==> src/rtl/binary_to_decimal_digits.sv <==
// Sequential binary-to-BCD converter (double dabble, one step per clock) that
// presents registered {dp, digit} pairs for a 7-segment display driver.
module binary_to_decimal_digits #(
    parameter int NUMBER_OF_DIGITS = 4,
    parameter int VALUE_WIDTH      = 14
) (
    input  logic                        clock,
    input  logic                        reset,
    input  logic                        in_valid,
    output logic                        in_ready,
    input  logic [VALUE_WIDTH-1:0]      in_value,
    input  logic [NUMBER_OF_DIGITS-1:0] in_dp_mask,
    output logic [4:0]                  digits [NUMBER_OF_DIGITS],
    output logic                        out_valid,
    output logic                        overflow
);

    localparam int BCD_W = 4 * NUMBER_OF_DIGITS;
    localparam int CNT_W = (VALUE_WIDTH > 1) ? $clog2(VALUE_WIDTH) : 1;

    function automatic logic [63:0] max_display_value(input int n);
        logic [63:0] p;
        p = 64'd1;
        for (int i = 0; i < n; i++) begin
            p = p * 64'd10;
        end
        return p - 64'd1;
    endfunction

    // One double-dabble correction: every nibble of 5 or more gets +3 before the shift.
    function automatic logic [BCD_W-1:0] dabble_adjust(input logic [BCD_W-1:0] bcd);
        logic [BCD_W-1:0] r;
        r = bcd;
        for (int i = 0; i < NUMBER_OF_DIGITS; i++) begin
            if (bcd[4*i +: 4] >= 4'd5) begin
                r[4*i +: 4] = bcd[4*i +: 4] + 4'd3;
            end else begin
                r[4*i +: 4] = bcd[4*i +: 4];
            end
        end
        return r;
    endfunction

    localparam logic [63:0]      MAX_VALUE = max_display_value(NUMBER_OF_DIGITS);
    localparam logic [CNT_W-1:0] LAST_STEP = CNT_W'(VALUE_WIDTH - 1);

    typedef enum logic [1:0] {
        IDLE    = 2'd0,
        CONVERT = 2'd1,
        UPDATE  = 2'd2
    } state_t;

    state_t                      state_q, state_d;
    logic [VALUE_WIDTH-1:0]      bin_q, bin_d;
    logic [BCD_W-1:0]            bcd_q, bcd_d;
    logic [NUMBER_OF_DIGITS-1:0] dp_q, dp_d;
    logic                        ovf_pend_q, ovf_pend_d;
    logic [CNT_W-1:0]            cnt_q, cnt_d;
    logic [4:0]                  digits_q [NUMBER_OF_DIGITS];
    logic [4:0]                  digits_d [NUMBER_OF_DIGITS];
    logic                        overflow_q, overflow_d;
    logic                        out_valid_q, out_valid_d;

    // State and datapath registers; reset aborts any conversion in flight.
    always_ff @(posedge clock or posedge reset) begin
        if (reset) begin
            state_q     <= IDLE;
            bin_q       <= '0;
            bcd_q       <= '0;
            dp_q        <= '0;
            ovf_pend_q  <= 1'b0;
            cnt_q       <= '0;
            overflow_q  <= 1'b0;
            out_valid_q <= 1'b0;
            for (int i = 0; i < NUMBER_OF_DIGITS; i++) begin
                digits_q[i] <= 5'd0;
            end
        end else begin
            state_q     <= state_d;
            bin_q       <= bin_d;
            bcd_q       <= bcd_d;
            dp_q        <= dp_d;
            ovf_pend_q  <= ovf_pend_d;
            cnt_q       <= cnt_d;
            overflow_q  <= overflow_d;
            out_valid_q <= out_valid_d;
            for (int i = 0; i < NUMBER_OF_DIGITS; i++) begin
                digits_q[i] <= digits_d[i];
            end
        end
    end

    // Next-state logic.
    always_comb begin
        state_d = state_q;
        case (state_q)
            IDLE: begin
                if (in_valid) begin
                    state_d = CONVERT;
                end else begin
                    state_d = IDLE;
                end
            end
            CONVERT: begin
                if (cnt_q == LAST_STEP) begin
                    state_d = UPDATE;
                end else begin
                    state_d = CONVERT;
                end
            end
            UPDATE:  state_d = IDLE;
            default: state_d = IDLE;
        endcase
    end

    // Datapath: capture on transfer, shift during CONVERT, publish in UPDATE.
    always_comb begin
        bin_d       = bin_q;
        bcd_d       = bcd_q;
        dp_d        = dp_q;
        ovf_pend_d  = ovf_pend_q;
        cnt_d       = cnt_q;
        overflow_d  = overflow_q;
        out_valid_d = 1'b0;
        for (int i = 0; i < NUMBER_OF_DIGITS; i++) begin
            digits_d[i] = digits_q[i];
        end
        case (state_q)
            IDLE: begin
                if (in_valid) begin
                    bin_d      = in_value;
                    bcd_d      = '0;
                    dp_d       = in_dp_mask;
                    ovf_pend_d = (64'(in_value) > MAX_VALUE);
                    cnt_d      = '0;
                end else begin
                    cnt_d = cnt_q;
                end
            end
            CONVERT: begin
                // The truncating cast drops the bit leaving the top nibble (mod 10^N).
                bcd_d = BCD_W'({dabble_adjust(bcd_q), bin_q[VALUE_WIDTH-1]});
                bin_d = bin_q << 1;
                cnt_d = cnt_q + CNT_W'(1);
            end
            UPDATE: begin
                for (int i = 0; i < NUMBER_OF_DIGITS; i++) begin
                    digits_d[i] = {dp_q[i], bcd_q[4*i +: 4]};
                end
                overflow_d  = ovf_pend_q;
                out_valid_d = 1'b1;
            end
            default: begin
                out_valid_d = 1'b0;
            end
        endcase
    end

    // Handshake output decode.
    always_comb begin
        if (state_q == IDLE) begin
            in_ready = 1'b1;
        end else begin
            in_ready = 1'b0;
        end
    end

    assign digits    = digits_q;
    assign overflow  = overflow_q;
    assign out_valid = out_valid_q;

endmodule
==> config.mk <==
export PLATFORM = sky130hd
export DESIGN_NAME = binary_to_decimal_digits
export DESIGN_NICKNAME = d
export VERILOG_FILES = /design/src/rtl/binary_to_decimal_digits.sv
export SDC_FILE = /design/constraint.sdc
export NUM_CORES = 1
export LEC_CHECK = 0
export ABC_AREA = 1
export CORE_MARGIN = 2
export CORE_UTILIZATION = 54
export DETAILED_ROUTE_END_ITERATION = 10
export GPL_TIMING_DRIVEN = 0
export PLACE_DENSITY_LB_ADDON = 0.1
export SLEW_MARGIN = 20
export SYNTH_ARGS = -nofsm -noshare
export SYNTH_HDL_FRONTEND = slang
export SYNTH_SLANG_ARGS = --single-unit
==> constraint.sdc <==
create_clock -name clock -period 2.28 [get_ports clock]
set_input_delay 0.456 -clock clock [delete_from_list [all_inputs] [get_ports clock]]
set_output_delay 0.456 -clock clock [all_outputs]
set_load 0.01 [all_outputs]
==> flow_summary.ini, run 1 <==
[routing]
drt_pass1_iterations = 4
wl_per_cell_um = 11.9
drc = 0
vias = 2449
drt-initial-drc-count = 116
wl_mm = 5.88
antenna_left = 0
vias_per_cell = 4.98

[hold_path]
worstHoldPathType = in -> async

[floorplanning]
die_x_um = 79.0
die_area_um2 = 6240
core_um2 = 5470
num_rows = 27
die_h_um = 79.0
start_util_pct = 55.5
ios = 44

[sta]
hold-worst-slack_ps = 427
tightest_slew_ps = 334
rsz0062_at_grt = no
drv_slew = 0
fin_worst_skew_ps = 4.82
fmax_mhz = 493
fin_crit_sh_pct = 89.0
setup_violations = 0
period_minus_slack_ps = 2030
maxSlewHeadroom_pct = 77.7
setup_tns_ps = 0
finalHoldViolations = 0

[layout]
design_area_um2 = 3790
syn_to_final_growth_pct = 24.8
finalNonFillerCells = 492
layout-drive-gt1-share_pct = 11.0
num-nets-final = 446
diodes = 0

[run]
maxCapViolations = 0

[placed_design]
placed_cells = 476
gp_congestion = 0.856
dp_hpwl_mm = 4.17
io_buffer_count = 43
postPlaceCellArea_um2 = 3580

[global_route]
gr-total-overflow = 0
grt_pass1_wl_mm = 10.2
grt_max_degree = 42
antenna_found_initial = 0
track_usage_pct = 21.0
first_global_vias = 2328

[synthesis]
syn_area_um2 = 3040
synth_top_area_share_pct = 51.9
netlist_instances = 360
synthArstFlopShare_pct = 100
yosys_most_used_dff = dfrtp_1
synth_area_leaders = dfrtp_1 52%, nand2_1 14%, inv_1 5.6%
synthesis.nets = 391
seq_area_frac_synth_pct = 51.9
ys_types = 20
ys_top_cells_by_count = 114 x nand2_1, 63 x dfrtp_1, 45 x inv_1, 29 x o21ai_0, 25 x nand3_1
synth_most_common_cell = nand2_1
yosys_warnings = 0
yosys.area.top_type = dfrtp_1
avgSynthCellArea_um2 = 8.44
synth_edf_count = 0
ys_ff_latch = 63

[power]
powerDensity_nw_per_um2 = 1310
p_leak_uw = 0.00188
comb_power_share_pct = 43.2
switching_power_uw = 1920
seqPwrFrac_pct = 36.6
ir_drop_mv = 0.671
switching_share_pct = 38.7
clockPowerShare_pct = 20.2
power.internal_uw = 3040
p_total_uw = 4970

[critical_path]
endpoint_kind = output pin
start_kind = register
critical_path_arrival_ps = 1570
cp.required_ps = 1820
crit_fanout = 4
crit_type = reg -> out
rrSetupSlack_ps = 940

[cts]
post_cts_resized = 0
insertion_delay_ps = 330
root_buffer = clkbuf_8
cts_setup_buffers = 0
cts_num_sinks = 63
htreeDepth = 3
cts_tree = done
cts_buffer_depth = 2
clk_pin_slew_ps = 70
holdBufCountCts = 0
cts_buffers = 9

[run_status]
status = complete, no violations
-- flip-flops by register name, indices dropped and copies added (netlist names) --
| name | flops |
|---|---|
| bcd_q | 16 |
| out_valid | 1 |
| cnt_q | 4 |
| ovf_pend_q | 1 |
| overflow | 1 |
| state_q | 2 |
| dp_q | 4 |
| digits | 20 |
| bin_q | 14 |
-- power groups by stage --
stage                     logic, uW  registers (uW)  clock network (uW)
after floorplan                1540            1820                   0
after global routing           2470            1880                1080
after detailed placement       2160            1830                   0
after CTS                      2170            1820                1030
after global placement         2080            1820                   0
final                          2150            1820                1000
-- cell families after synthesis --
| group | after synthesis | share of synthesized area (%) |
|---|---|---|
| simple gates | 160 | 22.1 |
| compound gates | 67 | 12.5 |
| fa+ha+maj | 10 | 4.12 |
| flops | 63 | 51.9 |
| buf+inv | 60 | 9.35 |
-- cell type report --
class / count / area (um^2)
Clock buffer: 13 / 169
Fill cell: 471 / 1680
Buffer: 13 / 108
Clock inverter: 3 / 40.0
Timing Repair Buffer: 44 / 450
Sequential cell: 63 / 1580
Tap cell: 72 / 90.1
Inverter: 47 / 179
Multi-Input combinational cell: 237 / 1180
-- final timing paths --
kind | start | end | cells past startpoint
worst min register to register | digits[4] | digits[4] | 2
min in group clock | digits[4] | digits[4] | 2
worst min-delay path | reset | digits[15] | 2
worst max-delay path | state_q[0] | in_ready | 2
max in group asynchronous | reset | state_q[1] | 3
worst max register to register | state_q[0] | bcd_q[10] | 4
-- per-layer routing --
metal  vias to the layer above  track usage [%]  wire length [um]  share of wire [%]
met5                         -                0                 0                  0
met4                         0             7.24                57               0.97
met3                         6             4.55               209                3.6
met2                        39             35.6              2820                 48
met1                      1142             26.6              2800                 48
li1                       1262                -                 -                  -
-- metrics by stage --
stage,utilization [%],setup WS (ps)
floorplan,-,254
global placement,65.0,-872
detailed placement,65.4,492
CTS,69.3,225
global route,69.3,207
finish,69.3,250
-- placed cells by master, fill, tap and decap left out, types with 2 or more instances in the layout --
cell             instances
buf_4                    2
o21ai_2                 11
nor2_1                   9
inv_1                   44
clkinv_2                 2
dfrtp_1                 63
inv_2                    2
nand2_1                114
o21ai_1                 21
clkdlybuf4s50_1         43
o21ai_0                 29
buf_2                    5
nand4_1                  9
nand3_1                 25
a21oi_1                  4
clkbuf_8                12
buf_6                    6
ha_1                    10
-- worst max-delay path, stage by stage, from the launching register on --
cell	delay (ps)
dfrtp_1	470
nor2_2	210
clkdlybuf4s50_1	570
(Power assumes the default switching activity.)
==> inputs of run 2 (changes only) <==
--- a/config.mk
+++ b/config.mk
@@ -7,7 +7,7 @@
 export LEC_CHECK = 0
 export ABC_AREA = 1
 export CORE_MARGIN = 2
-export CORE_UTILIZATION = 54
+export CORE_UTILIZATION = 45
 export DETAILED_ROUTE_END_ITERATION = 10
 export GPL_TIMING_DRIVEN = 0
 export PLACE_DENSITY_LB_ADDON = 0.1
==> flow_summary.ini, run 2 (synthesis results as in run 1) <==
[run_status]
status = complete, no violations

[routing]
drt_pass1_iterations = 4
drt-initial-drc-count = 90
vias = 2499
drc = 0
top_layer = met4
vias_per_cell = 5.03
wl_met2_mm = 2.78
wl_mm = 6.28
antenna_left = 0
wl_per_cell_um = 12.6
drt-met1-wl_mm = 3.10
dr_wl_met3_um = 283

[layout]
num-nets-final = 446
layout-drive-gt1-share_pct = 11.0
diodes = 0
num-fill-cells = 599
largest_register_ffs = 20
layout_commonest_cell = nand2_1
mostFrequentLayoutCells = 114 x nand2_1, 63 x dfrtp_1, 44 x inv_1
syn_to_final_growth_pct = 24.8

[critical_path]
crit_type = reg -> out
reg2regPathDepth = 5
reg2reg_from = state_q[0]
cp.required_ps = 1820
critical_path_arrival_ps = 1620
start_kind = register
r2r-end = bin_q[3]
rrSetupSlack_ps = 940
endpoint_kind = output pin
crit_fanout = 4

[global_route]
first_global_vias = 2469
gr-total-overflow = 0
grt_pass1_wl_mm = 11.2
grt_max_degree = 50
track_usage_pct = 19.3
antenna_found_initial = 0

[cts]
post_cts_resized = 0
cts_buffer_depth = 2
clk_pin_slew_ps = 70
holdBufCountCts = 0
root_buffer = clkbuf_8
cts_num_sinks = 63
cts_setup_buffers = 0
htreeDepth = 3
insertion_delay_ps = 340
cts_tree = done
cts_buffers = 9

[sta]
fin_crit_sh_pct = 91.1
worst_slack_ps = 203
fin_worst_skew_ps = 10.4
period_minus_slack_ps = 2080
tightest_slew_ps = 328
maxSlewHeadroom_pct = 78.1
fmax_mhz = 482
setup_tns_ps = 0
drv_slew = 0
finalHoldViolations = 0
rsz0062_at_grt = no
setup_violations = 0

[power]
p_leak_uw = 0.00187
ir_drop_mv = 0.536
powerDensity_nw_per_um2 = 1300

[floorplanning]
start_util_pct = 47.3
ios = 44
core_um2 = 6420
die_h_um = 86.2
die_x_um = 86.2
die_area_um2 = 7420
num_rows = 29

[placed_design]
dp_hpwl_mm = 4.40
gp_congestion = 0.807
post-place-ws_ps = 446
io_buffer_count = 43

[run]
maxCapViolations = 0

[hold_path]
worstHoldPathType = in -> async
-- run 2: changes by cell type in the layout (fill, tap and decap cells not counted), sizes merged --
cell	delta
clkinv	-1
clkbuf	+1
clkinvlp	+1
bufinv	-1
-- run 2: critical path: stages (launching register included) --
cell and delay (ps):
dfrtp_1 470, nor2_2 240, clkdlybuf4s50_1 570
-- run 2: where the power goes --
group          switching (uW)  leakage [uW]  internal [uW]  total (uW)
logic                    1260       0.00101            904        2160
registers                 263      0.000769           1550        1810
clock network             436     0.0000987            513         949
total                    1960       0.00187           2970        4930
-- run 2: how the worst max path moves through the flow --
| stage | startpoint | end | slack [ps] | depth (start not counted) |
|---|---|---|---|---|
| 6_report | state_q[0] | in_ready | 200 | 2 |
| 2_1_floorplan | reset | bcd_q[0] | 250 | 1 |
| 3_5_place_dp | in_valid | bcd_q[9] | 450 | 5 |
| 5_1_grt | state_q[0] | in_ready | 140 | 2 |
| 3_3_place_gp | reset | digits[2] | -890 | 2 |
| 4_1_cts | state_q[0] | in_ready | 200 | 2 |
-- run 2: metrics by stage --
step | area [um^2] | power (uW) | hold slack (ps) | util, % | instances
2_1_floorplan | 3040 | 3360 | 442 | - | 360
3_3_place_gp | 3560 | 3940 | 458 | 55.5 | 480
3_5_place_dp | 3590 | 4010 | 461 | 56.0 | 481
4_1_cts | 3790 | 4970 | 381 | 59.0 | 497
5_1_grt | 3790 | 5400 | 394 | 59.0 | 497
6_report | 3790 | 4930 | 380 | 59.0 | 497
-- run 2: routing by layer --
metal	GRT usage, %	up-vias
li1	-	1267
met1	26.7	1154
met2	29.2	65
met3	4.52	13
met4	8.37	0
met5	0	-
-- run 2: cell type report --
class | count | area (um^2) | share of cell area [%]
Sequential cell | 63 | 1580 | 41.6
Multi-Input combinational cell | 237 | 1180 | 31.1
Timing Repair Buffer | 44 | 458 | 12.1
Clock inverter | 2 | 12.5 | 0.330
Buffer | 13 | 108 | 2.84
Tap cell | 77 | 96.3 | 2.54
Clock buffer | 14 | 183 | 4.82
Inverter | 47 | 179 | 4.72
